[src/rtl/core_mem_arbiter.sv]
// Two-master arbiter that merges the core's instruction-fetch and load/store buses
// onto one shared 16-bit memory bus. Ties go to data, or alternate, depending on data_priority.
module core_mem_arbiter #(
  parameter bit data_priority = 1'b1
) (
  input  logic        clk,
  input  logic        reset,
  // instruction fetch master
  input  logic [18:0] instr_m_addr,
  input  logic        instr_m_access,
  output logic        instr_m_ack,
  output logic [15:0] instr_m_data_in,
  // load/store master
  input  logic [18:0] data_m_addr,
  input  logic [15:0] data_m_data_out,
  input  logic        data_m_access,
  input  logic        data_m_wr_en,
  input  logic [1:0]  data_m_bytesel,
  output logic        data_m_ack,
  output logic [15:0] data_m_data_in,
  // shared memory bus
  output logic [18:0] q_m_addr,
  output logic [15:0] q_m_data_out,
  input  logic [15:0] q_m_data_in,
  output logic        q_m_access,
  input  logic        q_m_ack,
  output logic        q_m_wr_en,
  output logic [1:0]  q_m_bytesel
);

  typedef enum logic [1:0] {IDLE = 2'd0, SERVE_I = 2'd1, SERVE_D = 2'd2} state_t;

  typedef struct packed {
    logic [18:0] addr;
    logic [15:0] wdata;
    logic        wr_en;
    logic [1:0]  bytesel;
  } mem_req_t;

  state_t   state, state_nxt;
  logic     last_d, last_d_nxt;
  mem_req_t req_i, req_d, req_q;

  // Instruction fetches are always full-word reads.
  assign req_i = '{addr: instr_m_addr, wdata: 16'h0000, wr_en: 1'b0, bytesel: 2'b11};
  assign req_d = '{addr: data_m_addr, wdata: data_m_data_out, wr_en: data_m_wr_en,
                   bytesel: data_m_bytesel};

  always_ff @(posedge clk or posedge reset) begin
    if (reset) begin
      state  <= IDLE;
      last_d <= 1'b0;
    end else begin
      state  <= state_nxt;
      last_d <= last_d_nxt;
    end
  end

  // Outputs decode from the registered state only, so an async reset clears
  // access and acks in the same cycle it is asserted.
  always_comb begin
    state_nxt   = state;
    last_d_nxt  = last_d;
    req_q       = '0;
    q_m_access  = 1'b0;
    instr_m_ack = 1'b0;
    data_m_ack  = 1'b0;
    case (state)
      IDLE: begin
        if (data_m_access && (!instr_m_access || data_priority || !last_d))
          state_nxt = SERVE_D;
        else if (instr_m_access)
          state_nxt = SERVE_I;
      end
      SERVE_I: begin
        req_q       = req_i;
        q_m_access  = instr_m_access;
        instr_m_ack = q_m_ack;
        if (q_m_ack) begin
          state_nxt  = IDLE;
          last_d_nxt = 1'b0;
        end
      end
      SERVE_D: begin
        req_q      = req_d;
        q_m_access = data_m_access;
        data_m_ack = q_m_ack;
        if (q_m_ack) begin
          state_nxt  = IDLE;
          last_d_nxt = 1'b1;
        end
      end
      default: state_nxt = IDLE;
    endcase
  end

  assign q_m_addr     = req_q.addr;
  assign q_m_data_out = req_q.wdata;
  assign q_m_wr_en    = req_q.wr_en;
  assign q_m_bytesel  = req_q.bytesel;

  // Read data is broadcast; each master qualifies it with its own ack.
  assign instr_m_data_in = q_m_data_in;
  assign data_m_data_in  = q_m_data_in;

endmodule

[config.mk]
export PLATFORM = sky130hd
export DESIGN_NAME = core_mem_arbiter
export DESIGN_NICKNAME = d
export VERILOG_FILES = /design/src/rtl/core_mem_arbiter.sv
export SDC_FILE = /design/constraint.sdc
export NUM_CORES = 1
export LEC_CHECK = 0
export ABC_AREA = 0
export CAP_MARGIN = 20
export CORE_MARGIN = 1
export CORE_UTILIZATION = 19
export CTS_CLUSTER_DIAMETER = 30
export DETAILED_ROUTE_END_ITERATION = 8
export GPL_ROUTABILITY_DRIVEN = 0
export HOLD_SLACK_MARGIN = 0.03
export PLACE_DENSITY = 0.79
export SYNTH_ARGS = -nofsm -noshare
export SYNTH_HDL_FRONTEND = slang
export SYNTH_SLANG_ARGS = --single-unit
[constraint.sdc]
create_clock -name clk -period 1.3 [get_ports clk]
set_clock_uncertainty 0.05 [all_clocks]
set_input_delay 0.26 -clock clk [delete_from_list [all_inputs] [get_ports clk]]
set_output_delay 0.26 -clock clk [all_outputs]
set_load 0.01 [all_outputs]
==> results of run 1 <==
-- per-layer routing --
layer  vias up  global-route usage
met1       502              0.1816
li1        529                   -
met5         -                   0
met4         0             0.03628
met2        59              0.2859
met3         8             0.02762
-- final timing paths --
path | end | slack (ns) | depth (start not counted) | from
worst min register to register | state[1] | 0.59 | 2 | state[1]
max in group asynchronous | state[1] | 0.93 | 2 | reset
worst min-delay path | state[0] | 0.16 | 2 | reset
min in group clk | data_m_data_in[9] | 0.47 | 0 | q_m_data_in[9]
worst max-delay path | q_m_addr[9] | -0.52 | 7 | state[0]
worst max register to register | state[1] | -0.24 | 8 | state[0]
-- layout make-up --
type	instances	share of cell area
inverters	4	0.007212
well taps	52	0.03125
clock buffers	3	0.01983
multi-input cells	72	0.3672
flip-flops and latches	2	0.02404
repair buffers	120	0.5505
-- cell families after synthesis --
logic type | count (synthesis) | share of synthesized area
buffers and inverters | 44 | 0.3734
and+or+nand+nor | 43 | 0.3082
AOI/OAI and AO/OA | 26 | 0.2171
adders and majority gates | 3 | 0.04342
DFF | 2 | 0.05789
-- layout by cell type, fill, tap and decap left out --
| cell type | synthesis | final |
|---|---|---|
| buf_12 | 0 | 5 |
| a32o_1 | 1 | 1 |
| ha_4 | 0 | 3 |
| o21ai_2 | 0 | 1 |
| inv_2 | 0 | 2 |
| a21oi_4 | 0 | 1 |
| nand2_1 | 1 | 1 |
| nor2b_1 | 22 | 1 |
| clkbuf_16 | 0 | 2 |
| inv_1 | 4 | 2 |
| clkdlybuf4s50_1 | 0 | 61 |
| nor2b_2 | 0 | 9 |
| o21ai_0 | 2 | 1 |
| and2_1 | 19 | 19 |
| clkbuf_8 | 2 | 3 |
| buf_6 | 2 | 18 |
| buf_2 | 2 | 29 |
| buf_4 | 32 | 5 |
| a22oi_2 | 0 | 20 |
| nor2b_4 | 0 | 12 |
| a21boi_1 | 0 | 1 |
| a21oi_1 | 2 | 1 |
| dfrtp_1 | 2 | 2 |
| nand2b_4 | 0 | 1 |
-- power groups by stage --
stage | Clock [mW] | Combinational (mW) | Sequential, mW
3_5_place_dp | 0 | 2.61 | 0.110
2_1_floorplan | 0 | 1.44 | 0.105
6_report | 0.246 | 3.53 | 0.108
5_1_grt | 0.266 | 3.77 | 0.108
3_3_place_gp | 0 | 2.58 | 0.107
4_1_cts | 0.254 | 3.72 | 0.104
-- repair_timing --
item / in CTS / in global routing
buffers inserted: 9 / 0
endpoints found under the setup margin: 43 / 43
cloned: 2 / 2
resized for setup: 217 / 10
pin swaps: 3 / 8
-- per-stage QoR --
step	hold slack [ns]	utilization	total power, mW	setup TNS, ns	instances
CTS	0.1620	0.4741	4.077	-17.89	255
global route	0.1719	0.4782	4.146	-20.77	253
floorplan	-0.04882	-	1.545	-1.376	118
detailed placement	0.3722	0.4164	2.722	-23.84	241
finish	0.1622	0.4782	3.880	-18.53	253
global placement	0.3688	0.4164	2.688	-22.89	241
==> out/metrics.cfg, run 1 <==
[sta]
fin_crit_sh=1.396
relSlewSlack=0.8548
hold_violations=0
setup_violations=43
max_freq_mhz=551.0
drv_slew=0
tightest_slew_ns=0.2177
period_minus_slack_ns=1.815
rsz0062_at_grt=yes
setup_ws_ns=-0.5150

[final_layout]
num-fill-cells=415
regMostFlops=state
area_growth_pct=140.8
fin_area_mm2=0.002082
top_regs=state x2
largest_reg_flops=2
drive_above_1_share=0.5522
seq_area_um2=50.05
nNetsFinal=284
n_antenna_cell=0
multi_input_area_um2=764.5

[route]
ant_nets=0
drc=0
drt-vias-per-instance=4.340
avgRoutedWirePerCell_um=15.26
wl_um=3860
top_layer_used=met4
wl_met2_um=2107
first_pass_iters=4
wl_met3_um=267
drt-met1-wl_um=1454
drtIter0Drc=32
vias=1098

[worst_setup_path]
cp_slowest_cell=dfrtp_1
worstPathRequired_ns=0.99
worstSetupStartpointType=flop
path_cells=inv_2, buf_6, ha_4, buf_12, a22oi_2, nor2b_4, buf_6
worst_ep_arrival_time_ns=1.51
critPathKind=flop to output port
max_stage_delay_ns=0.36
cp_top_family=buffers and inverters
end_kind=output port
crit_buf_inv=4
path_common_cell=buf_6
crit_fanout=5

[clock_network]
cts_buffer_depth=2
cts_inserted_buffers=3
clk_latency_ns=0.21
htree_num_levels=1
clock-root-buffer=clkbuf_8
cts_hold_buf=0
clk_pin_slew_ns=0.03
cts_tree=built
clkSinkCount=2

[floorplan]
dieHeight_um=69.46
die_w_um=69.46
io_pins=151
start_util=0.1986
num_rows=24
core_area_mm2=0.004354
die_area_mm2=0.004824

[grt]
antenna_found_initial=0
grt_max_degree=24
grt_use_total=0.1542
overflow=0
grt_pass1_wl_um=5947
grt_pass1_vias=1133

[logic_synthesis]
synth_most_common_cell=buf_4
yosysWarnings=0
synth_edf_count=0
syn-num-nets=199
yosys-top-cells-count=32 x buf_4, 22 x nor2b_1, 20 x a22oi_1
synth_cell_types=17
synth_area_um2=864.6
yosysTopAreaCell=buf_4
ys_top_cells_by_area=buf_4 28%, a22oi_1 17%, nor2b_1 16%
synth.yosys.seq_area_share=0.05789
synth_ff_type=dfrtp_1
syn_avg_cell_area_um2=7.327
asyncSetResetFlopFracSynth=1.000
ys_ff_latch=2
postSynthCellCount=118
synth_top_area_frac=0.2779

[outcome]
status=finished with violations
violations=setup timing

[hold_path]
holdCritPathClass=input pin to asynchronous set/reset pin

[power_and_ir_drop]
pwr-share-seq=0.028
clock_power_share=0.063
power_frac_comb=0.909
power_density_mw_per_mm2=1864
ir_worst_vdd_mv=0.9888
leakage_nw=0.8804
p_sw_mw=1.505
p_int_mw=2.375
swShare=0.3879

[placement]
dp.final_hpwl_um=2597
dp_slack_ns=-0.6444
portBuffers=102
placed_area_mm2=0.001813

[run]
maxCapViolCount=0

Note: power is estimated with default switching activity, not from simulation.
==> inputs of run 2 (changes only) <==
--- a/config.mk
+++ b/config.mk
@@ -7,7 +7,7 @@
 export LEC_CHECK = 0
 export ABC_AREA = 0
 export CAP_MARGIN = 20
-export CORE_MARGIN = 1
+export CORE_MARGIN = 4
 export CORE_UTILIZATION = 19
 export CTS_CLUSTER_DIAMETER = 30
 export DETAILED_ROUTE_END_ITERATION = 8
==> run 2 against run 1 <==
Effect of this change:
- the flow still finishes with violations (setup timing)
- combinational power rose by 12%
- highest routed layer unchanged
- total power rose by 11%
- clock power fell by 2%
- register-to-register slack barely moved
- sequential share of layout area fell by 0.20 points
- design area rose by 8.8%
- count of clock-buffer cells in the layout did not move
- hold slack got worse by 0.012 ns
- critical endpoint is now q_m_addr[0]
- fmax rose by 0.54%
- via count rose by 1.2%
- die area rose by 18%
==> out/metrics.cfg, run 2 (synthesized netlist as in run 1, its figures left out) <==
[worst_setup_path]
max_stage_delay_ns=0.36  ; about the same
r2r_end=state[1]
cp_slowest_cell=dfrtp_1
critPathKind=flop to output port
path_cells=inv_2, buf_12, ha_4, buf_12, a22oi_2, nor2b_4, buf_6
worstPathRequired_ns=0.99  ; about the same
end_kind=output port
critical_path.reg2reg.startpoint=state[0]
crit_fanout=8  ; +3
rr_worst_depth=8  ; unchanged
path_common_cell=buf_12
worstSetupStartpointType=flop
worst_ep_arrival_time_ns=1.50  ; about the same
rrSetupSlack_ns=-0.25  ; about the same

[route]
drc=0  ; unchanged
wl_um=4187  ; +8.5%
avgRoutedWirePerCell_um=16.29  ; +6.8%
ant_nets=0  ; unchanged
top_layer_used=met4
drt-vias-per-instance=4.323  ; -0.39%
vias=1111  ; +1.2%
wl_met3_um=334  ; +25%
wl_met2_um=2454  ; +16%
drt-met1-wl_um=1384  ; -4.8%
first_pass_iters=3  ; -1
drtIter0Drc=21  ; -34%

[floorplan]
core_area_mm2=0.004384  ; +0.69%
die_area_mm2=0.005693  ; +18%
num_rows=24  ; unchanged
start_util=0.1972  ; -0.001360
dieHeight_um=75.46  ; +8.6%
io_pins=151  ; unchanged
die_w_um=75.46  ; +8.6%

[run]
maxCapViolCount=0  ; unchanged

[sta]
fin_setup_tns_ns=-19.18  ; -0.6462 ns
drv_slew=0  ; unchanged
rsz0062_at_grt=yes
setup_ws_ns=-0.5053  ; +0.009706 ns
tightest_slew_ns=0.2306  ; +0.01288 ns
fin_crit_sh=1.389  ; -0.007466
hold_violations=0  ; unchanged
fin_hold_ws_ns=0.1503  ; -0.01185 ns
max_freq_mhz=553.9  ; +0.54%
period_minus_slack_ns=1.805  ; -0.009706 ns
setup_violations=43  ; unchanged
relSlewSlack=0.8462  ; -0.008587

[grt]
overflow=0  ; unchanged
grt_pass1_vias=1162  ; +2.6%
grt_use_total=0.1290  ; -0.02517
grt_pass1_wl_um=5526  ; -7.1%
antenna_found_initial=0  ; unchanged
grt_max_degree=13  ; -46%

[power_and_ir_drop]
leakage_nw=0.9446  ; +7.3%
ir_worst_vdd_mv=1.026  ; +3.7%
power_density_mw_per_mm2=1902  ; +2.1%

[clock_network]
cts_buffer_depth=2  ; unchanged
cts_inserted_buffers=3  ; unchanged
cts_hold_buf=0  ; unchanged
htree_num_levels=1  ; unchanged
clkSinkCount=2  ; unchanged
clk_latency_ns=0.21  ; about the same
cts_tree=built
clock-root-buffer=clkbuf_8
clk_pin_slew_ns=0.03  ; about the same

[final_layout]
seq_area_um2=50.05  ; unchanged
final_common_cell=clkdlybuf4s50_1
fin_area_mm2=0.002266  ; +8.8%
top_regs=state x2
largest_reg_flops=2  ; unchanged
final_cell_mix=61 x clkdlybuf4s50_1, 36 x buf_6, 20 x a22oi_2
multi_input_area_um2=808.3  ; +5.7%
num-fill-cells=414  ; -0.24%
area_growth_pct=162.1
regMostFlops=state
n_antenna_cell=0  ; unchanged
drive_above_1_share=0.6439  ; +0.09166
nNetsFinal=288  ; +1.4%

[placement]
placed_area_mm2=0.001798  ; -0.83%
dp.final_hpwl_um=2689  ; +3.6%
portBuffers=102  ; unchanged
dp_slack_ns=-0.6363  ; +0.008117 ns

[hold_path]
holdCritPathClass=input pin to asynchronous set/reset pin

[outcome]
violations=setup timing
status=finished with violations

[run 2: critical path: cells and delay by family (launching register included)]
family | cells | cell delay [ns]
buffers and inverters | 4 | 0.46
DFF | 1 | 0.36
adders and majority gates | 1 | 0.18
AOI/OAI and AO/OA | 1 | 0.23
and+or+nand+nor | 1 | 0.06
[run 2: final cells by class]
cell class / instances / area share
Multi-Input combinational cell: 72 / 0.3567
Tap cell: 52 / 0.02871
Sequential cell: 2 / 0.02209
Timing Repair Buffer: 124 / 0.5676
Clock buffer: 3 / 0.01822
Inverter: 4 / 0.006626
[run 2: worst max-delay path by stage]
stage,from,end
2_1_floorplan,state[1],q_m_addr[0]
3_3_place_gp,state[1],q_m_addr[16]
3_5_place_dp,state[1],q_m_addr[11]
4_1_cts,state[1],q_m_addr[3]
5_1_grt,state[0],q_m_addr[14]
6_report,state[0],q_m_addr[0]
[run 2: power by group]
part | switching (mW) | internal, mW
combinational | 1.55 | 2.41
sequential | 0.0263 | 0.0887
clock | 0.0444 | 0.195
[run 2: through the flow]
stage / utilization / power, mW / cells
floorplan: - / 1.545 / 118
global placement: 0.4101 / 2.665 / 239
detailed placement: 0.4101 / 2.694 / 239
CTS: 0.4989 / 4.329 / 257
global route: 0.5168 / 4.585 / 257
finish: 0.5168 / 4.311 / 257
[run 2: per-layer routing]
metal | vias up | GRT usage
met3 | 6 | 0.01583
met2 | 40 | 0.2589
met4 | 0 | 0.03107
li1 | 540 | -
met1 | 525 | 0.1406
met5 | - | 0
[run 2: what timing repair did]
action,in CTS,in global routing
buffers inserted,9,4
setup endpoints to repair,43,43
gates cloned,6,1
resized for setup,237,36
pin swaps,6,13
==> inputs of run 3 (changes only) <==
--- a/config.mk
+++ b/config.mk
@@ -8,12 +8,12 @@
 export ABC_AREA = 0
 export CAP_MARGIN = 20
 export CORE_MARGIN = 4
-export CORE_UTILIZATION = 19
+export CORE_UTILIZATION = 23
 export CTS_CLUSTER_DIAMETER = 30
 export DETAILED_ROUTE_END_ITERATION = 8
 export GPL_ROUTABILITY_DRIVEN = 0
 export HOLD_SLACK_MARGIN = 0.03
-export PLACE_DENSITY = 0.79
+export PLACE_DENSITY = 0.9
 export SYNTH_ARGS = -nofsm -noshare
 export SYNTH_HDL_FRONTEND = slang
 export SYNTH_SLANG_ARGS = --single-unit
==> constraint.sdc (replaced) <==
create_clock -name clk -period 2.25 [get_ports clk]
set_clock_uncertainty 0.05 [all_clocks]
set_input_delay 0.45 -clock clk [delete_from_list [all_inputs] [get_ports clk]]
set_output_delay 0.45 -clock clk [all_outputs]
set_load 0.01 [all_outputs]
==> run 3 against run 2 <==
Effect of this change:
- the run now ends clean
- design area is 18% lower
- die area decreased by 16%
- utilization shrank 0.48 points
- total power down 63%
- combinational power decreased by 65%
- sequential share of layout area increased by 0.48 points
- first-iteration DRC count is 38% lower
==> out/metrics.cfg, run 3 (synthesized netlist as in run 1, its figures left out) <==
[outcome]
status=completed

[sta]
fin_crit_sh=0.9697
hold_violations=0  ; unchanged
period_minus_slack_ns=2.182
setup_violations=0  ; -100%
tightest_slew_ns=0.1713  ; -0.05933 ns
fin_setup_tns_ns=0  ; +19.18 ns
rsz0062_at_grt=no
fin_hold_ws_ns=0.3453  ; +0.1949 ns
setup_ws_ns=0.06826  ; +0.5736 ns
relSlewSlack=0.8846  ; +0.03835
max_freq_mhz=458.3
drv_slew=0  ; unchanged

[floorplan]
io_pins=151  ; unchanged
die_w_um=69.31  ; -8.1%
num_rows=22  ; -8.3%
dieHeight_um=69.31  ; -8.1%
die_area_mm2=0.004804  ; -16%
start_util=0.2379  ; +0.04074
core_area_mm2=0.003633  ; -17%

[placement]
numPlacedInstances=234  ; -2.1%
placed_area_mm2=0.001695  ; -5.7%
portBuffers=102  ; unchanged
dp.final_hpwl_um=2535  ; -5.7%
dp_slack_ns=0.04008  ; +0.6764 ns

[final_layout]
fin_area_mm2=0.001861  ; -18%
area_growth_pct=115.2
final_common_cell=clkdlybuf4s50_1
nNetsFinal=279  ; -3.1%
largest_reg_flops=2  ; unchanged
regMostFlops=state
num-fill-cells=366  ; -12%
top_regs=state x2
final_core_util=0.5121  ; -0.004786
final_cell_mix=62 x clkdlybuf4s50_1, 22 x nor2b_1, 19 x a22oi_1, 19 x and2_1, 19 x dlymetal6s2s_1
instances_no_fill=244  ; -5.1%
drive_above_1_share=0.1122  ; -0.5317
n_antenna_cell=0  ; unchanged

[worst_setup_path]
worstPathRequired_ns=1.75  ; +0.76 ns
critPathKind=flop to output port
worst_ep_arrival_time_ns=1.68  ; +0.18 ns
end_kind=output port
rrSetupSlack_ns=0.51  ; +0.76 ns
rr_worst_depth=8  ; unchanged
worstSetupStartpointType=flop
critical_path.reg2reg.startpoint=state[0]
crit_fanout=11  ; +3
r2r_end=state[1]

[run]
maxCapViolCount=0  ; unchanged

[clock_network]
cts_buffer_depth=2  ; unchanged
clock-root-buffer=clkbuf_8
cts_tree=built
cts_inserted_buffers=3  ; unchanged
clk_pin_slew_ns=0.03  ; about the same
cts_hold_buf=0  ; unchanged
clkSinkCount=2  ; unchanged
htree_num_levels=1  ; unchanged
clk_latency_ns=0.21  ; about the same

[hold_path]
holdCritPathClass=input pin to asynchronous set/reset pin

[grt]
grt_pass1_wl_um=5099  ; -7.7%
antenna_found_initial=0  ; unchanged
grt_max_degree=23  ; +10
grt_pass1_vias=1147  ; -1.3%
grt_use_total=0.1230  ; -0.006006
overflow=0  ; unchanged

[route]
avgRoutedWirePerCell_um=13.36  ; -18%
drt-vias-per-instance=4.336  ; +0.30%
vias=1058  ; -4.8%
ant_nets=0  ; unchanged
drtIter0Drc=13  ; -38%
drc=0  ; unchanged
wl_um=3260  ; -22%
first_pass_iters=4  ; +1

[power_and_ir_drop]
power_density_mw_per_mm2=858.4  ; -55%
design_power_total_mw=1.597  ; -63%
leakage_nw=1.060  ; +12%
ir_worst_vdd_mv=0.5897  ; -43%

==> run 3: critical path, stage by stage, from the launching register on <==
cell,delay [ns]
dfrtp_1,0.39
buf_4,0.15
ha_4,0.16
buf_6,0.14
buf_4,0.13
a22oi_1,0.15
nor2b_1,0.06
dlygate4sd2_1,0.28
==> run 3: final cells by class <==
| class | instances | area, um2 | share of cell area |
|---|---|---|---|
| Clock buffer | 3 | 41.29 | 0.02219 |
| Inverter | 4 | 15.01 | 0.008070 |
| Multi-Input combinational cell | 72 | 524.3 | 0.2818 |
| Sequential cell | 2 | 50.05 | 0.02690 |
| Tap cell | 48 | 60.06 | 0.03228 |
| Timing Repair Buffer | 115 | 1170 | 0.6288 |
==> run 3: timing repair <==
action	CTS	global route
setup buffers	4	2
gates cloned	1	0
endpoints found under the setup margin	40	25
gates resized for setup	25	31
==> run 3: metal layers <==
metal | routed length (um) | part of all wire | GRT usage | vias to the layer above
li1 | - | - | - | 516
met1 | 1259 | 0.39 | 0.1263 | 494
met2 | 1760 | 0.54 | 0.2426 | 48
met3 | 240 | 0.074 | 0.03768 | 0
met4 | 0 | 0 | 0.02169 | 0
met5 | 0 | 0 | 0 | -
==> run 3: worst max path at each step <==
stage / slack, ns / to / cells past startpoint / start
2_1_floorplan: 0.60 / q_m_addr[0] / 4 / state[1]
3_3_place_gp: 0.07 / q_m_access / 4 / data_m_access
3_5_place_dp: 0.04 / q_m_access / 4 / data_m_access
4_1_cts: -0.09 / q_m_addr[7] / 6 / state[1]
5_1_grt: 0.003 / q_m_addr[16] / 7 / state[1]
6_report: 0.07 / q_m_addr[16] / 7 / state[1]
==> run 3: report_power, final <==
part	leakage (nW)	switching, mW	internal (mW)
registers	0.0256	0.0132	0.0512
logic	1.01	0.590	0.805
clock network	0.0216	0.0244	0.113
